[src/rtl/mem_requester_pkg.sv]
// Shared types and constants for the data-memory requester.
// Imported by mem_requester and mem_lane_align.
package mem_requester_pkg;

    localparam int WORD_BYTES = 4;

    typedef enum logic [1:0] {
        SZ_BYTE = 2'b00,
        SZ_HALF = 2'b01,
        SZ_WORD = 2'b10,
        SZ_RSVD = 2'b11
    } size_e;

    typedef enum logic [2:0] {
        ST_IDLE = 3'd0,
        ST_RD   = 3'd1,
        ST_CAP  = 3'd2,
        ST_WR   = 3'd3,
        ST_RESP = 3'd4
    } state_e;

    // Halfwords need an even byte address, words a multiple of WORD_BYTES.
    function automatic logic is_misaligned(input size_e size, input logic [1:0] offset);
        logic bad;
        bad = 1'b0;
        case (size)
            SZ_HALF: bad = offset[0];
            SZ_WORD: bad = (offset != 2'b00);
            default: bad = 1'b0;
        endcase
        return bad;
    endfunction

endpackage

[src/rtl/mem_lane_align.sv]
// Little-endian lane handling: extracts and extends a load lane from a memory
// word, and merges a store lane into a memory word for read-modify-write.
module mem_lane_align
    import mem_requester_pkg::*;
(
    input  logic [31:0] word,
    input  logic [1:0]  offset,
    input  size_e       size,
    input  logic        is_signed,
    input  logic [31:0] store_data,
    output logic [31:0] load_data,
    output logic [31:0] merged_word
);

    logic [7:0]  lane_byte;
    logic [15:0] lane_half;

    always_comb begin
        lane_byte   = word[offset*8 +: 8];
        lane_half   = word[{offset[1], 4'b0000} +: 16];
        load_data   = word;
        merged_word = store_data;
        case (size)
            SZ_BYTE: begin
                load_data   = {{24{is_signed & lane_byte[7]}}, lane_byte};
                merged_word = word;
                merged_word[offset*8 +: 8] = store_data[7:0];
            end
            SZ_HALF: begin
                load_data   = {{16{is_signed & lane_half[15]}}, lane_half};
                merged_word = word;
                merged_word[{offset[1], 4'b0000} +: 16] = store_data[15:0];
            end
            default: begin
                load_data   = word;
                merged_word = store_data;
            end
        endcase
    end

endmodule

[src/rtl/mem_requester.sv]
// Load/store initiator for a word-addressed data memory; sub-word stores use
// read-modify-write. Optional macro MEM_REQUESTER_BOUNDS_CHECK_EN rejects out-of-range addresses.
module mem_requester
    import mem_requester_pkg::*;
#(
    parameter int ADDR_W = 7,
    parameter int DATA_W = 32
) (
    input  logic              clk,
    input  logic              reset,
    input  logic              req_valid,
    output logic              req_ready,
    input  logic              req_we,
    input  logic [1:0]        req_size,
    input  logic              req_signed,
    input  logic [31:0]       req_addr,
    input  logic [DATA_W-1:0] req_wdata,
    output logic              resp_valid,
    output logic [DATA_W-1:0] resp_rdata,
    output logic              resp_err,
    output logic              mem_we,
    output logic              mem_re,
    output logic [ADDR_W-1:0] mem_addr,
    output logic [DATA_W-1:0] mem_wdata,
    input  logic [DATA_W-1:0] mem_rdata
);

    state_e            state;
    size_e             req_size_e;
    logic              req_bad;

    logic              cap_we;
    logic              cap_signed;
    size_e             cap_size;
    logic [1:0]        cap_offset;
    logic [DATA_W-1:0] cap_wdata;

    logic [DATA_W-1:0] lane_load;
    logic [DATA_W-1:0] lane_merged;

    assign req_ready  = (state == ST_IDLE);
    assign req_size_e = size_e'(req_size);

`ifdef MEM_REQUESTER_BOUNDS_CHECK_EN
    always_comb begin
        req_bad = (req_size_e == SZ_RSVD)
                | is_misaligned(req_size_e, req_addr[1:0])
                | (req_addr[31:ADDR_W+2] != '0);
    end
`else
    // Upper address bits are dropped so accesses wrap into the memory.
    logic unused_upper_addr;
    assign unused_upper_addr = ^req_addr[31:ADDR_W+2];

    always_comb begin
        req_bad = (req_size_e == SZ_RSVD) | is_misaligned(req_size_e, req_addr[1:0]);
    end
`endif

    mem_lane_align u_lane_align (
        .word        (mem_rdata),
        .offset      (cap_offset),
        .size        (cap_size),
        .is_signed   (cap_signed),
        .store_data  (cap_wdata),
        .load_data   (lane_load),
        .merged_word (lane_merged)
    );

    // Request sequencer: all memory and response outputs are registered here.
    always_ff @(posedge clk or posedge reset) begin
        if (reset) begin
            state      <= ST_IDLE;
            cap_we     <= 1'b0;
            cap_signed <= 1'b0;
            cap_size   <= SZ_BYTE;
            cap_offset <= 2'b00;
            cap_wdata  <= '0;
            mem_we     <= 1'b0;
            mem_re     <= 1'b0;
            mem_addr   <= '0;
            mem_wdata  <= '0;
            resp_valid <= 1'b0;
            resp_err   <= 1'b0;
            resp_rdata <= '0;
        end else begin
            case (state)
                ST_IDLE: begin
                    if (req_valid) begin
                        cap_we     <= req_we;
                        cap_signed <= req_signed;
                        cap_size   <= req_size_e;
                        cap_offset <= req_addr[1:0];
                        cap_wdata  <= req_wdata;
                        resp_rdata <= '0;
                        if (req_bad) begin
                            resp_valid <= 1'b1;
                            resp_err   <= 1'b1;
                            state      <= ST_RESP;
                        end else if (req_we && (req_size_e == SZ_WORD)) begin
                            mem_addr  <= req_addr[ADDR_W+1:2];
                            mem_wdata <= req_wdata;
                            mem_we    <= 1'b1;
                            state     <= ST_WR;
                        end else begin
                            mem_addr <= req_addr[ADDR_W+1:2];
                            mem_re   <= 1'b1;
                            state    <= ST_RD;
                        end
                    end
                end
                ST_RD: begin
                    mem_re <= 1'b0;
                    state  <= ST_CAP;
                end
                ST_CAP: begin
                    if (cap_we) begin
                        mem_wdata <= lane_merged;
                        mem_we    <= 1'b1;
                        state     <= ST_WR;
                    end else begin
                        resp_rdata <= lane_load;
                        resp_valid <= 1'b1;
                        state      <= ST_RESP;
                    end
                end
                ST_WR: begin
                    mem_we     <= 1'b0;
                    resp_valid <= 1'b1;
                    state      <= ST_RESP;
                end
                ST_RESP: begin
                    resp_valid <= 1'b0;
                    resp_err   <= 1'b0;
                    state      <= ST_IDLE;
                end
                default: begin
                    mem_we     <= 1'b0;
                    mem_re     <= 1'b0;
                    resp_valid <= 1'b0;
                    resp_err   <= 1'b0;
                    state      <= ST_IDLE;
                end
            endcase
        end
    end

endmodule

[config.mk]
export PLATFORM = sky130hd
export DESIGN_NAME = mem_requester
export DESIGN_NICKNAME = d
export VERILOG_FILES = /design/src/rtl/mem_requester_pkg.sv /design/src/rtl/mem_lane_align.sv /design/src/rtl/mem_requester.sv
export SDC_FILE = /design/constraint.sdc
export NUM_CORES = 1
export LEC_CHECK = 0
export CORE_MARGIN = 2
export CORE_UTILIZATION = 25
export DETAILED_ROUTE_END_ITERATION = 6
export GPL_ROUTABILITY_DRIVEN = 0
export PLACE_DENSITY = 0.53
export SYNTH_ARGS = -nofsm -noshare
export SYNTH_HDL_FRONTEND = slang
export SYNTH_SLANG_ARGS = --single-unit
export TNS_END_PERCENT = 100
[constraint.sdc]
create_clock -name clk -period 5.42 [get_ports clk]
set_clock_uncertainty 0.05 [all_clocks]
set_input_delay 1.084 -clock clk [delete_from_list [all_inputs] [get_ports clk]]
set_output_delay 1.084 -clock clk [all_outputs]
set_load 0.02 [all_outputs]
[Yosys cells after proc, flatten, opt, wreduce, memory -nomap -nowiden]
Cells that the tools add are included.
Word-level totals
  bits in registers: 116
  input bits: 103
Cells by class
  add/sub/neg operators: 2
  equal/unequal tests: 15
  shifts and indexed selects: 6
  mux-type cells: 32
  bitwise gates (word level): 8
  reduce and logical (&&, ||, !) cells: 16
Operators with widths (number)
  32-bit one-hot mux with 2 select lines: 4
  32-bit two-way mux: 6
  32-bit bitwise mux: 2
  5-bit negation with 34-bit output: 1
  8-bit by 34-bit variable shift with 32-bit output, first input constant: 1
  8-bit by 34-bit indexed part select with 32-bit output: 1
  16-bit by 7-bit variable shift with 32-bit output, first input constant: 1
  16-bit by 7-bit indexed part select with 32-bit output: 1
  32-bit by 6-bit indexed part select with 16-bit output: 1
  32-bit by 6-bit indexed part select with 8-bit output: 1
  3-bit one-hot mux with 4 select lines: 1
  1-bit two-way mux: 10
  2-bit != test, second input constant: 5
  5-bit AND reduction: 2
  3-bit two-way mux: 3
  3-bit AND reduction: 3
  4-bit AND reduction: 2
  5-bit negation with 7-bit output: 1
  3-bit by 2-bit == test with 1-bit output, second input constant: 2
  1-bit one-hot mux with 2 select lines: 3
  3-bit OR reduction: 2
  1-bit inverter: 5
  2-bit by 1-bit == test with 1-bit output, second input constant: 2
  2-bit == test, second input constant: 2
  14 further kinds: 17

[Longest topological paths before layout]
  depth in word-level cells: 6
  depth in mapped cells: 9
  depth with buffers taken out: 6

[By module]
From an unflattened synthesis, not the netlist that was laid out.
Second synthesis, totals
  cells, all modules: 656
  area, all modules: 6683.9 um^2
Modules (own cells, without submodules)
  mem_requester: times used 1, cells an instance 391, area an instance 4969.8 um^2
  mem_lane_align: times used 1, cells an instance 265, area an instance 1714.1 um^2

[Worst setup path after synthesis]
Ideal clock, no wire load.
  kind: in2reg
  start: input req_size[0]
  end: register mem_wdata[31]
  arrival: 2.920 ns
  path slack: 2.325 ns
  stages: 7
  buffers on the path: 1
  cells stage by stage: inv_1 ha_1 o21ba_1 or4_4 a211oi_4 buf_6 mux2_2
Between the ends
  word-level cells in the longest chain between the ends: 5
  elaborated cells between the ends (all ways): 9
RTL lines
  start, declared: line mem_requester.sv:14  | input logic [1:0] req_size,
  2-bit == test or 2-bit by 1-bit == test with 1-bit output (tied branches): line mem_requester_pkg.sv:26, mem_requester.sv:100
  1-bit one-hot mux with 2 select lines: line mem_requester_pkg.sv:26  | case (size)
  1-bit bitwise OR: line mem_requester.sv:56  | req_bad = (req_size_e == SZ_RSVD) | is_misaligned(req_size_e, req_addr[1:0]);
  2-bit != test (no line)
  5-bit AND reduction (no line) (*)
  end signal, assigned: line mem_requester.sv:102  | mem_wdata <= req_wdata;
  end signal, assigned: line mem_requester.sv:118  | mem_wdata <= lane_merged;
  end, declared: line mem_requester.sv:24  | output logic [DATA_W-1:0] mem_wdata,
Every way passes the cells marked *; elsewhere a longest branch is shown, timed or not.
A chain may end at the register's enable or synchronous reset.

[Worst setup path after layout]
  start: register cap_offset[1]
  end: register mem_wdata[0]
Between the ends
  word-level cells in the longest chain between the ends: 6
  elaborated cells between the ends (all ways): 11
RTL lines
  start, declared: line mem_requester.sv:35  | logic [1:0] cap_offset;
  start signal, assigned: line mem_requester.sv:93  | cap_offset <= req_addr[1:0];
  5-bit negation with 7-bit output or 5-bit negation with 34-bit output (tied branches): line mem_lane_align.sv:32, mem_lane_align.sv:27
  16-bit by 7-bit indexed part select with 32-bit output (tied with other cells): line mem_lane_align.sv:32  | merged_word[{offset[1], 4'b0000} +: 16] = store_data[15:0];
  32-bit bitwise mux (on tied branches): line mem_lane_align.sv:32, mem_lane_align.sv:27
  32-bit one-hot mux with 2 select lines (*): line mem_lane_align.sv:23  | case (size)
  32-bit two-way mux (*): line mem_requester.sv:117  | if (cap_we) begin
  32-bit one-hot mux with 2 select lines (*): line mem_requester.sv:87  | case (state)
Every way passes the cells marked *; elsewhere a longest branch is shown, timed or not. The select of a mux whose other input is x is not followed.

==> impl_metrics.ini <==
[power]
ir_drop_uv = 219
p_leak_nw = 3.49
power.density_nw_per_um2 = 590

[synth]
synth_fa_ha_area_share_pct = 1.56
synth_mux_area_share_pct = 17.1
synth_top_area_share_pct = 45.1
synth_xor_area_share_pct = 0
yosysUniqueCellTypes = 49
synth_compound_area_share_pct = 19.5
syn_nets = 720
synth_area_leader_cell = dfrtp_1
synthFlopType = dfrtp_1
synth_cells = 609
syn_area_per_cell_um2 = 10.6
synth_top_family_by_area = compound AO/OA/AOI/OAI gates
synthesis.area_um2 = 6430
ys_top_cells_by_count = dfrtp_1, mux2_2, nand2_1
synthTopCellsByArea = dfrtp_1, mux2_2, a221o_1, a31oi_1, nand2_1
ys_seq_elements = 116
synth-simple-area-share_pct = 11.6
yosysSeqAreaShare_pct = 45.1
async_flop_share_pct = 100
synth-edff-count = 0
ys_warn_count = 0
synth_most_common_cell = dfrtp_1

[sta]
finalCritPeriodShare_pct = 64.7
rsz0062_at_grt = false
slew_viol_final = 0
worst_pin_slew_ns = 1.09
fin_crit_ns = 3.50
fin_setup_tns_ns = 0
max_freq_mhz = 285
fin_ws_ns = 1.92
setup_viol = 0
final_hold_viol_count = 0
max_slew_margin_pct = 26.8

[floorplanning]
die_area_um2 = 27000
core.rowCount = 58
initial_utilization_pct = 25.5
io_pins = 179
die_w_um = 164
core_region_area_um2 = 25300
die_y_um = 164

[final_layout]
drive_gt1_share_pct = 17.7
area_growth_pct = 37.0
fin_cells = 1084
nets = 852

[worst_setup_path]
worstPathArrival_ns = 3.83
slowest_delay_ns = 0.70
crit_chain = buf_4, inv_1, ha_1, or4b_2, a31oi_1, a221o_1, mux2_1
worstPathRequired_ns = 5.74
reg2regPathDepth = 7
regToRegSetupSlack_ns = 1.92
critPathMaxFanout = 41
r2r-end = mem_wdata[0]$_DFFE_PP0P_
path_class = reg2reg
cp-end-kind = flip-flop
r2r_start = cap_offset[1]$_DFFE_PP0P_
slowest_stage = a31oi_1
cp-start-kind = flip-flop

[drt]
drt-total-wl_mm = 22.9
vias_per_cell = 5.22
route.detailed.wl_per_inst_um = 21.2
final_antenna_net_count = 0
drt_pass1_iterations = 4
drc = 0
drtIter0Drc = 454
routed-via-count = 5662

[clock_network]
h-tree-depth = 4
ctsHoldBuffers = 0
path_clk_slew_ns = 0.06
numCtsBuffers = 17
post_cts_buffers = 0
cts_resized = 0
clockBufferDepth = 2
cts_sinks = 116
clk_latency_ns = 0.42
clockRootBuffer = clkbuf_16
cts_tree = yes

[place]
dp_hpwl_mm = 16.2
io_buffers = 155
dp.cells = 1052
place_ws_ns = 1.53

[grt]
grt_max_degree = 58
grt_pass1_vias = 5654
grt-ovfl-total = 0
track_usage_pct = 17.5
antenna_found_initial = 2
grt_first_pass_wirelength_mm = 35.0

[hold_path]
hp-start = resp_rdata[6]$_DFFE_PP0P_
hold_path_end = resp_rdata[6]$_DFFE_PP0P_
hold_depth = 2
hold_path.class = reg2reg

[job]
maxCapViolations = 0

[status]
status = finished, final reports clean
-- registers in the layout, indices dropped and copies added (netlist names) --
name / count
resp_err: 1
cap_offset: 2
cap_size: 2
state: 3
mem_we: 1
cap_we: 1
mem_addr: 7
cap_signed: 1
mem_re: 1
resp_valid: 1
mem_wdata: 32
resp_rdata: 32
cap_wdata: 32
-- per-stage QoR --
step / area [um^2] / total power [W] / util [%] / hold WS, ns
3_3_place_gp: 8250 / 0.00412 / 32.7 / 0.415
6_report: 8810 / 0.00520 / 34.9 / 0.439
2_1_floorplan: 6430 / 0.00314 / - / 0.406
5_1_grt: 8810 / 0.00554 / 34.9 / 0.459
4_1_cts: 8810 / 0.00524 / 34.9 / 0.440
3_5_place_dp: 8250 / 0.00413 / 32.7 / 0.427
-- logic make-up (layout without fill, tap and decap cells) --
logic type               Yosys count  after routing
multiplexers                      90             90
flip-flops                       116            116
AND/OR/NAND/NOR                  154            154
buffers and inverters             78            222
AO/OA/AOI/OAI                    163            163
adder cells (fa/ha/maj)            8              8
other                              0              1
-- placed cells by master (no fill, tap or decap), types with 6 or more instances in the layout --
cell and count:
a2111oi_0 8, a21oi_1 7, a221o_1 40, a221oi_1 14, a22o_1 7, a31oi_1 31, buf_4 11, clkbuf_16 17
clkdlybuf4s50_1 155, clkinvlp_4 6, dfrtp_1 116, ha_1 8, inv_1 23, mux2_1 6, mux2_2 71, mux4_2 8
nand2_1 51, nand2b_1 9, nand3_1 28, nand4_1 8, nor2_1 34, nor3_1 6, o21ai_0 28, o22ai_1 9
o2bb2ai_1 7
-- where the power goes --
group / leakage [nW] / total [W] / internal (W) / switching [W]
combinational: 1.80 / 0.00254 / 0.00116 / 0.00138
sequential: 1.43 / 0.00157 / 0.00126 / 0.000310
clock: 0.254 / 0.00108 / 0.000630 / 0.000451
total: 3.49 / 0.00520 / 0.00305 / 0.00214
-- per-layer routing --
layer  share of wire [%]  GRT usage (%)  up-vias
met4                 1.2           5.14        0
met1                  49           25.3     2880
li1                    -              -     2585
met3                 5.8           4.47       20
met5                   0              0        -
met2                  44           25.6      177
-- worst max-delay path by stage --
stage,startpoint,end,depth (start not counted)
6_report,cap_offset[1]$_DFFE_PP0P_,mem_wdata[0]$_DFFE_PP0P_,7
5_1_grt,cap_offset[0]$_DFFE_PP0P_,mem_wdata[0]$_DFFE_PP0P_,6
4_1_cts,cap_offset[1]$_DFFE_PP0P_,mem_wdata[0]$_DFFE_PP0P_,7
3_5_place_dp,req_size[0],mem_wdata[19]$_DFFE_PP0P_,8
3_3_place_gp,req_size[0],mem_wdata[16]$_DFFE_PP0P_,8
2_1_floorplan,reset,cap_offset[0]$_DFFE_PP0P_,1
-- area by class of cell --
class,instances,area [um^2]
clock inverters,14,133
well taps,330,413
flip-flops and latches,116,2900
multi-input cells,415,3210
repair buffers,166,1630
clock buffers,17,425
inverters,25,96.3
diodes,1,2.50
fillers,2608,16400
-- worst max-delay path, delay by kind of cell, from the launching register on --
kind            cells  cell delay, ns
buf+inv             2            0.82
compound gates      2            1.05
simple gates        1            0.66
fa+ha+maj           1            0.40
flops               1            0.32
mux                 1            0.15
Note: power is estimated with default switching activity, not from simulation.
